`config.mk`:
```
export PLATFORM = sky130hd
export DESIGN_NAME = mem_bus_arbiter
export DESIGN_NICKNAME = d
export VERILOG_FILES = /design/src/rtl/mem_bus_arbiter.sv
export SDC_FILE = /design/constraint.sdc
export NUM_CORES = 1
export LEC_CHECK = 0
export ABC_CLOCK_PERIOD_IN_PS = 2970
export CORE_AREA = 2 2 118 120
export CTS_CLUSTER_DIAMETER = 80
export DETAILED_ROUTE_END_ITERATION = 16
export DIE_AREA = 0 0 120 122
export PLACE_DENSITY_LB_ADDON = 0.2
export SYNTH_ARGS = -nofsm -noshare
export SYNTH_HDL_FRONTEND = slang
export SYNTH_SLANG_ARGS = --single-unit
```
`constraint.sdc`:
```
create_clock -name clock -period 2.97 [get_ports clock]
set_input_delay 0.594 -clock clock [delete_from_list [all_inputs] [get_ports clock]]
set_output_delay 0.594 -clock clock [all_outputs]
set_load 0.01 [all_outputs]
```
`src/rtl/mem_bus_arbiter.sv`:
```
// mem_bus_arbiter: shares the MEM-stage data-RAM/IO bus between the CPU and a
// DMA/loader port. The CPU has fixed priority, and a saturating wait counter
// forces a DMA win after MAX_WAIT denied cycles. A read keeps the bus for
// RD_LAT cycles so that the synchronous RAM can return its data.
// Optional feature macro: IO_PROTECT_EN. When it is defined, a DMA access to
// the IO region (addr[7]=1) is granted and flagged with dma_err. It is not
// driven onto the bus.
module mem_bus_arbiter #(
    parameter int ADDR_W   = 32,
    parameter int DATA_W   = 32,
    parameter int RD_LAT   = 1,
    parameter int MAX_WAIT = 4
) (
    input  logic              clock,
    input  logic              resetn,
    input  logic              cpu_req,
    input  logic              cpu_we,
    input  logic [ADDR_W-1:0] cpu_addr,
    input  logic [DATA_W-1:0] cpu_wdata,
    output logic              cpu_gnt,
    output logic              cpu_stall,
    output logic              cpu_rvalid,
    output logic [DATA_W-1:0] cpu_rdata,
    input  logic              dma_req,
    input  logic              dma_we,
    input  logic [ADDR_W-1:0] dma_addr,
    input  logic [DATA_W-1:0] dma_wdata,
    output logic              dma_gnt,
    output logic              dma_rvalid,
    output logic [DATA_W-1:0] dma_rdata,
    output logic              dma_err,
    output logic              bus_we,
    output logic [ADDR_W-1:0] bus_addr,
    output logic [DATA_W-1:0] bus_wdata,
    input  logic [DATA_W-1:0] bus_rdata
);

    typedef enum logic [1:0] {
        OWN_IDLE = 2'd0,
        OWN_CPU  = 2'd1,
        OWN_DMA  = 2'd2
    } owner_e;

    localparam logic [1:0] RD_LAT_C   = 2'(RD_LAT);
    localparam logic [3:0] MAX_WAIT_C = 4'(MAX_WAIT);

    owner_e            owner_q, owner_d;
    logic [1:0]        lat_cnt_q, lat_cnt_d;
    logic [3:0]        wait_cnt_q, wait_cnt_d;
    logic [ADDR_W-1:0] addr_q, addr_d;

    logic              idle_s;
    logic              dma_win_s;
    logic              cpu_win_s;
    logic              dma_block_s;
    logic              launch_s;
    logic              done_s;
    logic              cpu_rv_s;
    logic              dma_rv_s;
    logic              win_we_s;
    logic [ADDR_W-1:0] win_addr_s;
    logic [DATA_W-1:0] win_wdata_s;

    // Arbitration: pick this cycle's winner and the bus request it presents.
    always_comb begin
        idle_s    = (owner_q == OWN_IDLE);
        dma_win_s = idle_s & dma_req & (~cpu_req | (wait_cnt_q == MAX_WAIT_C));
        cpu_win_s = idle_s & cpu_req & ~dma_win_s;
`ifdef IO_PROTECT_EN
        dma_block_s = dma_win_s & dma_addr[7];
`else
        dma_block_s = 1'b0;
`endif
        if (cpu_win_s) begin
            win_we_s    = cpu_we;
            win_addr_s  = cpu_addr;
            win_wdata_s = cpu_wdata;
        end else if (dma_win_s && !dma_block_s) begin
            win_we_s    = dma_we;
            win_addr_s  = dma_addr;
            win_wdata_s = dma_wdata;
        end else begin
            win_we_s    = 1'b0;
            win_addr_s  = {ADDR_W{1'b0}};
            win_wdata_s = {DATA_W{1'b0}};
        end
        launch_s = (cpu_win_s & ~cpu_we) | (dma_win_s & ~dma_we & ~dma_block_s);
        done_s   = ~idle_s & (lat_cnt_q == 2'd1);
        cpu_rv_s = done_s & (owner_q == OWN_CPU);
        dma_rv_s = done_s & (owner_q == OWN_DMA);
    end

    // Next-state: bus ownership, read latency countdown, held address and DMA starvation count.
    always_comb begin
        owner_d   = owner_q;
        lat_cnt_d = lat_cnt_q;
        addr_d    = addr_q;
        case (owner_q)
            OWN_IDLE: begin
                if (launch_s) begin
                    owner_d   = cpu_win_s ? OWN_CPU : OWN_DMA;
                    lat_cnt_d = RD_LAT_C;
                    addr_d    = win_addr_s;
                end else begin
                    lat_cnt_d = 2'd0;
                end
            end
            OWN_CPU, OWN_DMA: begin
                if (lat_cnt_q <= 2'd1) begin
                    owner_d   = OWN_IDLE;
                    lat_cnt_d = 2'd0;
                end else begin
                    lat_cnt_d = lat_cnt_q - 2'd1;
                end
            end
            default: begin
                owner_d   = OWN_IDLE;
                lat_cnt_d = 2'd0;
            end
        endcase
        if (!dma_req || dma_win_s) begin
            wait_cnt_d = 4'd0;
        end else if (wait_cnt_q < MAX_WAIT_C) begin
            wait_cnt_d = wait_cnt_q + 4'd1;
        end else begin
            wait_cnt_d = wait_cnt_q;
        end
    end

    // State register; reset drops any in-flight read.
    always_ff @(posedge clock or negedge resetn) begin
        if (!resetn) begin
            owner_q    <= OWN_IDLE;
            lat_cnt_q  <= 2'd0;
            wait_cnt_q <= 4'd0;
            addr_q     <= {ADDR_W{1'b0}};
        end else begin
            owner_q    <= owner_d;
            lat_cnt_q  <= lat_cnt_d;
            wait_cnt_q <= wait_cnt_d;
            addr_q     <= addr_d;
        end
    end

    // Outputs: grants, bus drive, read returns and stall. All outputs are forced to 0 while resetn is low.
    always_comb begin
        cpu_gnt    = 1'b0;
        cpu_stall  = 1'b0;
        cpu_rvalid = 1'b0;
        cpu_rdata  = {DATA_W{1'b0}};
        dma_gnt    = 1'b0;
        dma_rvalid = 1'b0;
        dma_rdata  = {DATA_W{1'b0}};
        dma_err    = 1'b0;
        bus_we     = 1'b0;
        bus_addr   = {ADDR_W{1'b0}};
        bus_wdata  = {DATA_W{1'b0}};
        if (resetn) begin
            cpu_gnt    = cpu_win_s;
            dma_gnt    = dma_win_s;
            dma_err    = dma_block_s;
            cpu_rvalid = cpu_rv_s;
            dma_rvalid = dma_rv_s;
            cpu_rdata  = cpu_rv_s ? bus_rdata : {DATA_W{1'b0}};
            dma_rdata  = dma_rv_s ? bus_rdata : {DATA_W{1'b0}};
            cpu_stall  = cpu_req & ~(cpu_win_s & cpu_we) & ~cpu_rv_s;
            if (idle_s) begin
                bus_we    = win_we_s;
                bus_addr  = win_addr_s;
                bus_wdata = win_wdata_s;
            end else begin
                bus_we    = 1'b0;
                bus_addr  = addr_q;
                bus_wdata = {DATA_W{1'b0}};
            end
        end else begin
            bus_we = 1'b0;
        end
    end

endmodule

```
==> results of run 1 <==
-- layout make-up --
cell class / instances / share of cell area
sequential: 40 / 0.142
clock buffer: 6 / 0.0183
inverter: 38 / 0.0202
clock inverter: 2 / 0.00497
timing repair buffer: 351 / 0.488
tap: 180 / 0.0319
multi-input combinational: 303 / 0.294
-- state kept, by name (all words and copies together) (netlist names) --
register	flops
wait_cnt_q	4
lat_cnt_q	2
owner_q	2
addr_q	32
-- timing repair --
item	CTS	global route
pin swaps	2	2
endpoints found under the setup margin	132	64
cloned	3	0
gates resized for setup	100	35
setup buffers	3	1
hold buffers	0	0
-- per-stage QoR --
stage / power (mW) / instances / hold slack [ns]
global placement: 2.29 / 905 / 0.477
floorplan: 1.51 / 421 / 0.298
global route: 3.12 / 920 / 0.186
CTS: 2.93 / 919 / 0.172
finish: 2.91 / 920 / 0.182
detailed placement: 2.33 / 905 / 0.481
-- path summary, 6_finish.rpt --
| kind | from | to | slack [ns] |
|---|---|---|---|
| max in group asynchronous | resetn | addr_q[7] | 2.25 |
| worst max register to register | wait_cnt_q[0] | addr_q[17] | 0.91 |
| min in group clock | addr_q[27] | addr_q[27] | 0.52 |
| worst min register to register | addr_q[27] | addr_q[27] | 0.52 |
| worst max-delay path | cpu_req | bus_wdata[6] | 0.07 |
| worst min-delay path | resetn | owner_q[1] | 0.18 |
-- routing by layer --
metal / vias to the layer above / share of wire
met3: 21 / 0.069
met1: 1972 / 0.38
met4: 0 / 0.019
li1: 2091 / -
met5: - / 0
met2: 186 / 0.53
-- layout by cell type, fill, tap and decap left out, types with 2 or more instances in the layout --
cell / n
sky130_fd_sc_hd__clkdlybuf4s50_1: 204
sky130_fd_sc_hd__dlygate4sd2_1: 75
sky130_fd_sc_hd__and2_1: 66
sky130_fd_sc_hd__a22oi_1: 57
sky130_fd_sc_hd__dfrtp_1: 40
sky130_fd_sc_hd__buf_4: 40
sky130_fd_sc_hd__inv_1: 37
sky130_fd_sc_hd__nor2_1: 37
sky130_fd_sc_hd__a21oi_1: 36
sky130_fd_sc_hd__o21ai_0: 34
sky130_fd_sc_hd__mux2i_1: 32
sky130_fd_sc_hd__buf_12: 9
sky130_fd_sc_hd__a22oi_2: 8
sky130_fd_sc_hd__nand2_1: 7
sky130_fd_sc_hd__clkdlybuf4s15_1: 7
sky130_fd_sc_hd__clkbuf_2: 6
sky130_fd_sc_hd__ha_1: 5
sky130_fd_sc_hd__clkbuf_16: 5
sky130_fd_sc_hd__dlymetal6s2s_1: 4
sky130_fd_sc_hd__and3_4: 3
sky130_fd_sc_hd__bufbuf_16: 3
sky130_fd_sc_hd__buf_2: 3
sky130_fd_sc_hd__or2_2: 2
sky130_fd_sc_hd__o221ai_1: 2
-- power by group through the flow --
stage	clock [mW]	sequential, mW	combinational [mW]
after floorplan	0	0.794	0.714
after global placement	0	0.812	1.48
after detailed placement	0	0.820	1.51
after CTS	0.636	0.815	1.48
after global routing	0.658	0.836	1.62
final	0.613	0.812	1.48
-- kinds of logic (layout without fill, tap and decap cells) --
family	after synthesis	after routing	share of synthesized area
other cells	1	1	0.00113
compound gates	140	140	0.267
xor+xnor	1	1	0.00263
buf+inv	78	397	0.106
fa+ha+maj	6	6	0.0225
mux	32	32	0.0961
flops	40	40	0.300
simple gates	123	123	0.204
==> out/metrics.json, run 1 <==
{
  "syn_area_per_cell": {"value": 7.91, "unit": "um2"},
  "status": {"value": "finished, final reports clean"},
  "io_pins": {"value": 301},
  "met3_global_route_usage": {"value": 0.0421},
  "drv_slew": {"value": 0},
  "power.switching": {"value": 1.00, "unit": "mW"},
  "hp-class": {"value": "input pin to asynchronous set/reset pin"},
  "multi_input_area": {"value": 2070, "unit": "um2"},
  "ranking_of_synthesized_cells_by_area": {"value": "sky130_fd_sc_hd__dfrtp_1 30%, sky130_fd_sc_hd__a22oi_1 15%, sky130_fd_sc_hd__and2_1 12%"},
  "synth_async_sr_flop_share": {"value": 1.00},
  "clkPwrFrac": {"value": 0.211},
  "floorplan.die_area": {"value": 14600, "unit": "um2"},
  "buffer_ports.inserted": {"value": 299},
  "die_w": {"value": 120, "unit": "um"},
  "place_worst_setup_slack": {"value": -0.351, "unit": "ns"},
  "remaining_drc_errors": {"value": 0},
  "worst-endpoint-required": {"value": 2.38, "unit": "ns"},
  "slowest_stage": {"value": "sky130_fd_sc_hd__clkdlybuf4s50_1"},
  "routed_via_density": {"value": 4.64},
  "crit_fanout": {"value": 7},
  "fmax": {"value": 345, "unit": "MHz"},
  "count_of_mapped_cells_out_of_synthesis": {"value": 421},
  "fp.coreArea": {"value": 13500, "unit": "um2"},
  "layout_worst_path_cycle_share": {"value": 0.975},
  "syn-num-nets": {"value": 593},
  "worst_setup_path_start_kind": {"value": "input pin"},
  "start_util": {"value": 0.247},
  "p_int": {"value": 1.91, "unit": "mW"},
  "period_minus_slack": {"value": 2.90, "unit": "ns"},
  "hold_viol": {"value": 0},
  "number_of_antenna_violations_at_the_first_check_in_global_routing": {"value": 0},
  "rsz0062_at_grt": {"value": "yes"},
  "fill_cells": {"value": 1319},
  "placement_rows": {"value": 43},
  "first_global_vias": {"value": 4263},
  "flow.area_growth_from_synthesis": {"value": 112, "unit": "%"},
  "busiest_grt_layer": {"value": "met2"},
  "detail_route.wirelength": {"value": 15.4, "unit": "mm"},
  "post_synth_instance_area": {"value": 3330, "unit": "um2"},
  "switching_share": {"value": 0.345},
  "timing.critical_path.slowest_cell_delay": {"value": 0.50, "unit": "ns"},
  "place_area": {"value": 6800, "unit": "um2"},
  "ys_seq_elements": {"value": 40},
  "timing.final.ws_setup": {"value": 0.0740, "unit": "ns"},
  "grt-ovfl-total": {"value": 0},
  "synth.cells.most_frequent": {"value": "66 x sky130_fd_sc_hd__and2_1, 65 x sky130_fd_sc_hd__a22oi_1, 40 x sky130_fd_sc_hd__dfrtp_1"},
  "htreeDepth": {"value": 2},
  "cts_tree": {"value": "yes"},
  "post-dp-hpwl": {"value": 12.1, "unit": "mm"},
  "timing.setup.tns": {"value": 0, "unit": "ns"},
  "final.setup_skew": {"value": 0.00386, "unit": "ns"},
  "power.share.combinational": {"value": 0.509},
  "grt.met1_usage": {"value": 0.222},
  "cp_num_cells": {"value": 9},
  "finalCoreUtilization": {"value": 0.522},
  "reg2reg_depth": {"value": 8},
  "root_buffer": {"value": "sky130_fd_sc_hd__clkbuf_16"},
  "ir_drop": {"value": 0.228, "unit": "mV"},
  "yosysMostFrequentCell": {"value": "sky130_fd_sc_hd__and2_1"},
  "grt_use_met2": {"value": 0.373},
  "detailedRoute.firstPassIterationCount": {"value": 4},
  "netlist.area_leader.share": {"value": 0.300},
  "tritoncts_buffers": {"value": 5},
  "num-nets-final": {"value": 911},
  "grt_first_pass_wirelength": {"value": 22.8, "unit": "mm"},
  "power_density": {"value": 412, "unit": "nW/um2"},
  "cts.clk_slew.worst_paths": {"value": 0.06, "unit": "ns"},
  "wl_per_cell": {"value": 16.8, "unit": "um"},
  "vias": {"value": 4270},
  "die_y": {"value": 122, "unit": "um"},
  "ctsLongestPathBuffers": {"value": 2},
  "critical_path_start_end_classification": {"value": "input pin to output port"},
  "warnings_from_yosys": {"value": 0},
  "drtIter0Drc": {"value": 133},
  "antenna_violating_nets_post_route": {"value": 0},
  "aggregate_global_route_resource_usage": {"value": 0.198},
  "n_antenna_cell": {"value": 0},
  "critPathArrivalTime": {"value": 2.30, "unit": "ns"},
  "synth.lib_cells_used.distinct": {"value": 28},
  "area.sequential": {"value": 1000, "unit": "um2"},
  "pwr-share-seq": {"value": 0.280},
  "drive_above_1_share": {"value": 0.119},
  "setup_viol": {"value": 0},
  "clock_latency": {"value": 0.29, "unit": "ns"},
  "yosysTopAreaCell": {"value": "sky130_fd_sc_hd__dfrtp_1"},
  "gp_routability_congestion": {"value": 0.871},
  "path_delay_family": {"value": "buffers and inverters"},
  "crit_path_cell_trace": {"value": "clkdlybuf4s50_1, nand2b_4, a21boi_4, buf_4, buf_12, buf_4, a22oi_1, nor2_1, dlygate4sd2_1"},
  "design_area": {"value": 7050, "unit": "um2"},
  "edff_count_synth": {"value": 0},
  "crit_buf_inv": {"value": 5},
  "synth-main-ff-cell": {"value": "sky130_fd_sc_hd__dfrtp_1"},
  "seq_area_frac_synth": {"value": 0.300},
  "cts.sinks": {"value": 40},
  "leakage": {"value": 3.42, "unit": "nW"},
  "pin_count_of_the_biggest_net_entering_global_routing": {"value": 59},
  "number_of_max_capacitance_violations_reported": {"value": 0},
  "most_frequent_cell_on_critical_path": {"value": "sky130_fd_sc_hd__buf_4"},
  "critical_path.endpoint_type": {"value": "output port"}
}
Note: power is estimated with default switching activity, not from simulation.
==> run 2, diff against run 1 <==
--- a/config.mk
+++ b/config.mk
@@ -11,6 +11,7 @@
 export DETAILED_ROUTE_END_ITERATION = 16
 export DIE_AREA = 0 0 120 122
 export PLACE_DENSITY_LB_ADDON = 0.2
+export SKIP_CTS_REPAIR_TIMING = 1
 export SYNTH_ARGS = -nofsm -noshare
 export SYNTH_HDL_FRONTEND = slang
 export SYNTH_SLANG_ARGS = --single-unit
==> run 2 against run 1 <==
  * First-iteration DRC count increased by 12%
  * Non-clock buffer count decreased by 2
  * Sequential power about the same
  * Highest routed layer unchanged
==> out/metrics.json, run 2 (synthesis gave the netlist of run 1 again) <==
{
  "hold_viol": {"value": 0},
  "htreeDepth": {"value": 2},
  "slowest_stage": {"value": "sky130_fd_sc_hd__clkdlybuf4s50_1"},
  "tritoncts_buffers": {"value": 5},
  "hp-class": {"value": "input pin to asynchronous set/reset pin"},
  "path_delay_family": {"value": "buffers and inverters"},
  "antenna_violating_nets_post_route": {"value": 0},
  "biggestRegsByFlops": {"value": "addr_q x32, wait_cnt_q x4"},
  "fill_cells": {"value": 1256},
  "vias": {"value": 4284},
  "crit_fanout": {"value": 33},
  "switching_share": {"value": 0.338},
  "io_pins": {"value": 301},
  "commonest_cells_after_routing_fill_and_taps_aside": {"value": "178 x sky130_fd_sc_hd__clkdlybuf4s50_1, 120 x sky130_fd_sc_hd__dlymetal6s2s_1, 66 x sky130_fd_sc_hd__and2_1"},
  "post-dp-hpwl": {"value": 12.1, "unit": "mm"},
  "layout_worst_path_cycle_share": {"value": 0.964},
  "ir_drop": {"value": 0.230, "unit": "mV"},
  "cts.clk_slew.worst_paths": {"value": 0.06, "unit": "ns"},
  "floorplan.die_area": {"value": 14600, "unit": "um2"},
  "final.setup_skew": {"value": 0.00515, "unit": "ns"},
  "cts.sinks": {"value": 40},
  "register_bank_with_the_most_flops": {"value": "addr_q"},
  "setup_viol": {"value": 0},
  "fmax": {"value": 349, "unit": "MHz"},
  "first_global_vias": {"value": 4198},
  "timing.final.ws_setup": {"value": 0.106, "unit": "ns"},
  "worst-endpoint-required": {"value": 2.38, "unit": "ns"},
  "post-layout-total-power": {"value": 2.93, "unit": "mW"},
  "design_area": {"value": 7390, "unit": "um2"},
  "pwr-share-seq": {"value": 0.278},
  "pin_count_of_the_biggest_net_entering_global_routing": {"value": 59},
  "root_buffer": {"value": "sky130_fd_sc_hd__clkbuf_16"},
  "timing.critical_path.slowest_cell_delay": {"value": 0.53, "unit": "ns"},
  "power_density": {"value": 396, "unit": "nW/um2"},
  "layout.cells.most_common": {"value": "sky130_fd_sc_hd__clkdlybuf4s50_1"},
  "detailedRoute.firstPassIterationCount": {"value": 4},
  "largest_register_ffs": {"value": 32},
  "grt_first_pass_wirelength": {"value": 22.2, "unit": "mm"},
  "period_minus_slack": {"value": 2.86, "unit": "ns"},
  "clkPwrFrac": {"value": 0.208},
  "aggregate_global_route_resource_usage": {"value": 0.191},
  "placement_rows": {"value": 43},
  "critical_path_start_end_classification": {"value": "flop to output port"},
  "cts_tree": {"value": "yes"},
  "grt-ovfl-total": {"value": 0},
  "p_int": {"value": 1.94, "unit": "mW"},
  "place_worst_setup_slack": {"value": -0.351, "unit": "ns"},
  "number_of_max_capacitance_violations_reported": {"value": 0},
  "worst_setup_path_start_kind": {"value": "flop"},
  "crit_path_cell_trace": {"value": "inv_1, ha_4, nor3b_4, and3_4, buf_12, and2_1, clkdlybuf4s50_1"},
  "status": {"value": "finished, final reports clean"},
  "critPathArrivalTime": {"value": 2.27, "unit": "ns"},
  "start_util": {"value": 0.247},
  "flow.area_growth_from_synthesis": {"value": 122, "unit": "%"},
  "drv_slew": {"value": 0},
  "remaining_drc_errors": {"value": 0},
  "routed_via_density": {"value": 4.67},
  "power.share.combinational": {"value": 0.515},
  "detail_route.wirelength": {"value": 15.5, "unit": "mm"},
  "wl_per_cell": {"value": 16.9, "unit": "um"},
  "n_antenna_cell": {"value": 0},
  "buffer_ports.inserted": {"value": 299},
  "critical_path.endpoint_type": {"value": "output port"},
  "fp.coreArea": {"value": 13500, "unit": "um2"},
  "clock_latency": {"value": 0.28, "unit": "ns"},
  "crit_buf_inv": {"value": 3},
  "leakage": {"value": 5.04, "unit": "nW"},
  "finalCoreUtilization": {"value": 0.547},
  "drive_above_1_share": {"value": 0.0949},
  "place_area": {"value": 6800, "unit": "um2"},
  "die_y": {"value": 122, "unit": "um"},
  "drtIter0Drc": {"value": 149},
  "num-nets-final": {"value": 909},
  "number_of_antenna_violations_at_the_first_check_in_global_routing": {"value": 0},
  "gp_routability_congestion": {"value": 0.871},
  "ctsLongestPathBuffers": {"value": 2},
  "hold-worst-slack": {"value": 0.185, "unit": "ns"},
  "power.switching": {"value": 0.989, "unit": "mW"},
  "die_w": {"value": 120, "unit": "um"}
}
run 2: worst paths after layout:
path / to / slack (ns) / startpoint / depth (start not counted)
setup reg to reg: addr_q[17] / 0.92 / wait_cnt_q[0] / 8
hold reg to reg: addr_q[28] / 0.52 / addr_q[28] / 2
max in group asynchronous: addr_q[31] / 2.25 / resetn / 2
min in group clock: addr_q[28] / 0.52 / addr_q[28] / 2
setup / recovery: dma_rdata[24] / 0.11 / owner_q[0] / 7
hold / removal: owner_q[1] / 0.19 / resetn / 1
run 2: layout make-up:
cell class              count  area (um2)  share of cell area
clock buffers               6         129              0.0174
repair buffers            349        3830               0.518
flip-flops and latches     40        1000               0.135
inverters                  38         143              0.0193
well taps                 180         225              0.0305
clock inverters             2        35.0             0.00474
multi-input cells         303        2030               0.275
run 2: worst reg2reg max path: stages, from the launching register on:
cell and delay (ns):
sky130_fd_sc_hd__dfrtp_1 0.41, sky130_fd_sc_hd__inv_1 0.07, sky130_fd_sc_hd__ha_1 0.20, sky130_fd_sc_hd__nand4b_4 0.13
sky130_fd_sc_hd__buf_4 0.16, sky130_fd_sc_hd__and3b_1 0.20, sky130_fd_sc_hd__o21ai_4 0.16, sky130_fd_sc_hd__buf_4 0.36
sky130_fd_sc_hd__mux2i_1 0.27
run 2: power groups by stage:
stage               Clock, mW  Sequential [mW]  Combinational (mW)
finish                  0.609            0.813                1.51
global placement            0            0.812                1.48
detailed placement          0            0.820                1.51
global route            0.654            0.836                1.65
floorplan                   0            0.794               0.714
CTS                     0.636            0.815                1.52
run 2: layer usage:
layer | up-vias | track usage | wire, um
li1 | 2086 | - | -
met3 | 21 | 0.0389 | 1050
met4 | 0 | 0.0676 | 314
met1 | 1998 | 0.217 | 5930
met2 | 179 | 0.354 | 8210
met5 | - | 0 | 0
run 2: through the flow:
stage | cells | setup TNS (ns)
after floorplan | 421 | 0
after global placement | 905 | -15.20
after detailed placement | 905 | -17.80
after CTS | 913 | -27.14
after global routing | 918 | -0.0485
final | 918 | 0
